[src/rtl/light_pkg.sv]
// Shared constants, mode encoding and default palette for the light sequencer.
package light_pkg;

  localparam int COLOUR_W = 24;
  localparam logic [COLOUR_W-1:0] WHITE = 24'hFFFFFF;
  localparam logic [COLOUR_W-1:0] BLACK = 24'h000000;

  typedef enum logic [1:0] {
    MODE_LEVEL  = 2'b00,
    MODE_EDGE   = 2'b01,
    MODE_AUTO   = 2'b10,
    MODE_FREEZE = 2'b11
  } mode_e;

  // Entries past the six primaries/secondaries fall back to mid grey.
  function automatic logic [COLOUR_W-1:0] default_colour(input int entry);
    case (entry)
      1:       default_colour = 24'hFF0000;
      2:       default_colour = 24'h00FF00;
      3:       default_colour = 24'h0000FF;
      4:       default_colour = 24'hFFFF00;
      5:       default_colour = 24'h00FFFF;
      6:       default_colour = 24'hFF00FF;
      default: default_colour = 24'h808080;
    endcase
  endfunction

endpackage

[src/rtl/light_sequencer_if.sv]
// Button/switch, palette-write and LED-colour signals of the light sequencer.
interface light_sequencer_if #(
  parameter int CHANNELS = 4,
  parameter int DEPTH    = 6,
  parameter int DIV_W    = 16
);
  localparam int IW = $clog2(DEPTH + 1);

  logic [CHANNELS-1:0]                     button;
  logic [2*CHANNELS-1:0]                   mode;
  logic [CHANNELS-1:0]                     sel;
  logic [DIV_W-1:0]                        period;
  logic                                    pal_we;
  logic [IW-1:0]                           pal_addr;
  logic [light_pkg::COLOUR_W-1:0]          pal_data;
  logic [IW*CHANNELS-1:0]                  index;
  logic [light_pkg::COLOUR_W*CHANNELS-1:0] light;

  modport master (
    output button, mode, sel, period, pal_we, pal_addr, pal_data,
    input  index, light
  );

  modport slave (
    input  button, mode, sel, period, pal_we, pal_addr, pal_data,
    output index, light
  );

endinterface

[src/rtl/light_sequencer_channel.sv]
// One light channel: colour-index FSM, button history and auto-step prescaler.
module light_channel
  import light_pkg::*;
#(
  parameter int DEPTH = 6,
  parameter int DIV_W = 16,
  parameter int IW    = $clog2(DEPTH + 1)
) (
  input  logic             clk,
  input  logic             rst,
  input  logic             button,
  input  logic [1:0]       mode,
  input  logic [DIV_W-1:0] period,
  output logic [IW-1:0]    index
);

  localparam logic [0:0] ST_OFF = 1'b0;
  localparam logic [0:0] ST_RUN = 1'b1;

  logic [0:0]       state;
  logic             btn_prev;
  logic [DIV_W-1:0] presc;
  logic [DIV_W-1:0] limit;
  logic             auto_hit;
  logic             step;
  mode_e            chan_mode;

  assign chan_mode = mode_e'(mode);

  // A period of 0 behaves as 1; >= lets a shrunken period fire straight away.
  always_comb begin
    limit    = (period == '0) ? '0 : period - DIV_W'(1);
    auto_hit = (chan_mode == MODE_AUTO) && (presc >= limit);
    step     = 1'b0;
    case (chan_mode)
      MODE_LEVEL: step = button;
      MODE_EDGE:  step = button & ~btn_prev;
      MODE_AUTO:  step = auto_hit;
      default:    step = 1'b0;
    endcase
  end

  always_ff @(posedge clk) begin
    if (!rst) begin
      state    <= ST_OFF;
      index    <= '0;
      btn_prev <= 1'b0;
      presc    <= '0;
    end else begin
      btn_prev <= button;
      if (chan_mode != MODE_AUTO || auto_hit) presc <= '0;
      else                                    presc <= presc + DIV_W'(1);

      if (state == ST_OFF) begin
        state <= ST_RUN;
        index <= IW'(1);
      end else if (step) begin
        index <= (index == IW'(DEPTH)) ? IW'(1) : index + IW'(1);
      end
    end
  end

endmodule

[src/rtl/light_sequencer.sv]
// Top level: shared writable palette plus per-channel registered colour mux.
module light_sequencer
  import light_pkg::*;
#(
  parameter int CHANNELS = 4,
  parameter int DEPTH    = 6,
  parameter int DIV_W    = 16
) (
  input logic           clk,
  input logic           rst,
  light_sequencer_if.slave bus
);

  localparam int IW = $clog2(DEPTH + 1);

  logic [COLOUR_W-1:0] palette    [1:DEPTH];
  logic [IW-1:0]       chan_index [CHANNELS];
  logic [COLOUR_W-1:0] light_q    [CHANNELS];

  for (genvar c = 0; c < CHANNELS; c++) begin : g_chan
    light_channel #(
      .DEPTH (DEPTH),
      .DIV_W (DIV_W),
      .IW    (IW)
    ) u_channel (
      .clk    (clk),
      .rst    (rst),
      .button (bus.button[c]),
      .mode   (bus.mode[2*c +: 2]),
      .period (bus.period),
      .index  (chan_index[c])
    );

    assign bus.index[c*IW +: IW]             = chan_index[c];
    assign bus.light[c*COLOUR_W +: COLOUR_W] = light_q[c];
  end

  // Writes outside 1..DEPTH are dropped; readers see new data from the next edge.
  always_ff @(posedge clk) begin
    if (!rst) begin
      for (int e = 1; e <= DEPTH; e++) palette[e] <= default_colour(e);
    end else if (bus.pal_we && bus.pal_addr != '0 && bus.pal_addr <= IW'(DEPTH)) begin
      palette[bus.pal_addr] <= bus.pal_data;
    end
  end

  always_ff @(posedge clk) begin
    for (int c = 0; c < CHANNELS; c++) begin
      if (!rst)                     light_q[c] <= BLACK;
      else if (!bus.sel[c])         light_q[c] <= WHITE;
      else if (chan_index[c] == '0) light_q[c] <= BLACK;
      else                          light_q[c] <= palette[chan_index[c]];
    end
  end

endmodule

[src/flat_wrapper.sv]
// flat-port wrapper written by rule: the top's interface ports become plain ports
module light_sequencer_flat import light_pkg::*;
#(
  parameter int CHANNELS = 4,
  parameter int DEPTH    = 6,
  parameter int DIV_W    = 16
)
  (clk, rst, bus_button, bus_mode, bus_sel, bus_period, bus_pal_we, bus_pal_addr, bus_pal_data, bus_index, bus_light);
  light_sequencer_if #(.CHANNELS(CHANNELS), .DEPTH(DEPTH), .DIV_W(DIV_W)) bus_i ();
  input logic clk;
  input logic rst;
  input wire logic [$bits(bus_i.button)-1:0] bus_button;
  input wire logic [$bits(bus_i.mode)-1:0] bus_mode;
  input wire logic [$bits(bus_i.sel)-1:0] bus_sel;
  input wire logic [$bits(bus_i.period)-1:0] bus_period;
  input wire logic [$bits(bus_i.pal_we)-1:0] bus_pal_we;
  input wire logic [$bits(bus_i.pal_addr)-1:0] bus_pal_addr;
  input wire logic [$bits(bus_i.pal_data)-1:0] bus_pal_data;
  output wire logic [$bits(bus_i.index)-1:0] bus_index;
  output wire logic [$bits(bus_i.light)-1:0] bus_light;
  assign bus_i.button = bus_button;
  assign bus_i.mode = bus_mode;
  assign bus_i.sel = bus_sel;
  assign bus_i.period = bus_period;
  assign bus_i.pal_we = bus_pal_we;
  assign bus_i.pal_addr = bus_pal_addr;
  assign bus_i.pal_data = bus_pal_data;
  assign bus_index = bus_i.index;
  assign bus_light = bus_i.light;
  light_sequencer #(.CHANNELS(CHANNELS), .DEPTH(DEPTH), .DIV_W(DIV_W)) u_core (.clk(clk), .rst(rst), .bus(bus_i));
endmodule
[config.mk]
export PLATFORM = sky130hd
export DESIGN_NAME = light_sequencer_flat
export DESIGN_NICKNAME = d
export VERILOG_FILES = /design/src/rtl/light_pkg.sv /design/src/rtl/light_sequencer_if.sv /design/src/rtl/light_sequencer_channel.sv /design/src/rtl/light_sequencer.sv /design/src/flat_wrapper.sv
export SDC_FILE = /design/constraint.sdc
export NUM_CORES = 1
export LEC_CHECK = 0
export CORE_ASPECT_RATIO = 1.2
export CORE_MARGIN = 2
export CORE_UTILIZATION = 63
export DETAILED_ROUTE_END_ITERATION = 8
export PLACE_DENSITY = 0.9
export SYNTH_ARGS = -nofsm -noshare
export SYNTH_HDL_FRONTEND = slang
export SYNTH_SLANG_ARGS = --single-unit
[constraint.sdc]
create_clock -name clk -period 8.4 [get_ports clk]
set_clock_uncertainty 0.1 [all_clocks]
set_input_delay 1.68 -clock clk [delete_from_list [all_inputs] [get_ports clk]]
set_output_delay 1.68 -clock clk [all_outputs]
set_load 0.05 [all_outputs]
==> results.ini <==
[status]
status = completed

[detailed_routing]
routedWlPerCell_um = 25.1
num_vias = 16300
post_drt_via_cell_ratio = 6.90
firstDrtPassIters = 6
drtAntennaViolNets = 0
drt_iter0_drc = 2160
wl_mm = 59.1
drc = 0

[floorplanning]
io_pins = 170
fp-row-count = 71
coreArea_mm2 = 0.0313
start_util = 0.637
fp.dieW_um = 166
die_area_mm2 = 0.0331
fp.dieH_um = 199

[worst_setup_path]
start_kind = input pin
worstPathArrival_ns = 5.27
critPathMaxFanout = 16
r2r-end = u_core.light_q[1][5]
endpoint_kind = register
r2r_slack_ns = 4.27
reg2reg_from = u_core.g_chan[1].u_channel.index[1]
r2r_cells = 7
required_ns = 8.68
path_class = input pin to register

[sta]
hold_viol = 0
min_period_over_period = 0.594
tightest_slew_ns = 1.44
layout_setup_ws_ns = 3.41
slew_headroom = 0.0393
drv_slew = 0
rsz0062_at_grt = no
final-setup-viol-count = 0
whs_ns = 0.372
layout_min_cycle_time_ns = 4.99
tns_ns = 0
fmax_ghz = 0.200

[hold_path]
hold_path_class = register to register
hold_start = u_core.g_chan[0].u_channel.presc[0]
holdPathStages = 1
hold_path_end = u_core.g_chan[0].u_channel.presc[0]

[grt]
grtUsageTotal = 0.355
grt_antenna_before_repair = 7
grt_pass1_vias = 16800
grt_max_degree = 55
grt_pass1_wl_mm = 90.2
grt_overflow = 0

[final_layout]
multi_input_area_mm2 = 0.0103
post-route-util = 0.751
most-common-layout-cells = 264 x edfxtp_1, 173 x nor2_1, 168 x clkdlybuf4s50_1
final_common_cell = edfxtp_1
seqCellArea_mm2 = 0.00957
n_fill_cell = 1909
finalNonFillerCells = 2357
area_growth_pct = 17.8
final_area_mm2 = 0.0235
drive_gt1_frac = 0.153
layout.nets = 2059

[synth]
yosys_warnings = 0
seq_area_frac_synth = 0.479
synth-main-ff-cell = edfxtp_1
synthCells = 1693
ys_ff_latch = 345
synth_area_leaders = edfxtp_1 40%, mux4_2 11%, dfxtp_1 8.1%, ha_1 4.4%, mux2_2 4.4%
ys_async_sr_fraction = 0
synth_top_area_share = 0.398
avgSynthCellArea_um2 = 11.8
synth_edf_count = 264
ys_types = 67
yosysTopAreaCell = edfxtp_1
synthesis.area_mm2 = 0.0199

[place]
port_buffers = 169
placed_cells = 2290
dp_hpwl_mm = 36.2
gp_congestion = 0.953
postPlaceCellArea_mm2 = 0.0223
dpl_worst_slack_ns = 2.94

[clock_network]
htreeDepth = 2
cts_tree = yes
hold_buffers = 0
post_cts_buffers = 0
cts_buffer_depth = 3
cts.sinks = 345
clk-insertion-delay-late_ns = 0.53
cts-resized-gates = 0
cts_buffers = 36
cts_root_buf = clkbuf_16
clk_pin_slew_ns = 0.06

[pwr]
ir_worst_vdd_v = 0.000165
p_per_area_mw_per_mm2 = 181
power_mw = 4.26
p_leak_nw = 8.39

[flow_run]
max_cap_violations = 0

## registers in the layout (all words and copies together), names as in the netlist
name and count:
u_core.g_chan.u_channel.state 1, u_core.g_chan.u_channel.index 12, u_core.palette 168, u_core.g_chan.u_channel.presc 64, u_core.g_chan.u_channel.btn_prev 4, u_core.light_q 96
## synthesized netlist by cell type (all sizes together), types with 4 or more instances
cell type    n
a21boi      26
buf         55
a211oi      26
a221o       23
nand4b       4
nand3       33
a22oi       54
or3         33
and2        81
nand3b       4
xor2        45
mux4        96
mux2i       20
nand2b      48
nand2       60
o311ai       5
ha          70
dfxtp       81
mux2        77
nor2b        9
xnor2       27
and4         4
and3        12
o21ai      114
nand4       15
edfxtp     264
a31oi        4
inv         15
clkbuf      65
nor3        15
nor2       173
a21oi      100
## critical path, stage by stage
cell and delay, ns:
clkdlybuf4s50_1 0.48, or3_4 0.41, nor4b_4 0.34, nand2_2 0.13, nor2_1 0.16, xor2_1 0.16
nand2_1 0.20, ha_1 0.37, nand4_1 0.15, nor3_2 0.23, o2111ai_1 0.18, and3b_1 0.20
nand3_1 0.44, nor2_1 0.13
## cells by family after synthesis
logic type,after synthesis,share of synthesized area
AOI/OAI and AO/OA,374,0.119
xor gates and xnor gates,72,0.0316
adders and majority gates,70,0.0439
buffers and inverters,135,0.0316
DFF,345,0.479
muxes,193,0.162
other,2,0.000377
and+or+nand+nor,502,0.132
## per-layer routing
layer  wire length (um)  global-route usage  vias to the layer above
met1              18700               0.406                     7596
met3               7690              0.0917                      430
met4               4740               0.271                        6
met5                 46                   0                        -
met2              27900               0.577                     1449
li1                   -                   -                     6787
## worst max-delay path by stage
stage	from	endpoint	slack, ns
after CTS	bus_period[7]	u_core.g_chan[2].u_channel.presc[1]	3.47
after floorplan	bus_period[9]	u_core.g_chan[0].u_channel.presc[7]	3.96
after detailed placement	bus_period[3]	u_core.g_chan[1].u_channel.presc[7]	2.94
after global routing	bus_period[7]	u_core.g_chan[0].u_channel.presc[3]	3.15
final	bus_period[7]	u_core.g_chan[1].u_channel.presc[7]	3.41
after global placement	bus_period[4]	u_core.g_chan[2].u_channel.index[2]	3.10
## power breakdown
group,internal [mW],switching (mW)
sequential,1.94,0.0790
combinational,0.261,0.383
clock,0.922,0.676
total,3.12,1.14
## final cells by class
class,count,area share
multi-input cells,1331,0.437
repair buffers,198,0.0811
well taps,401,0.0214
clock buffers,46,0.0449
diodes,3,0.000320
inverters,15,0.00240
flip-flops and latches,345,0.407
clock inverters,18,0.00517
Power figures use the tool's default switching activity.
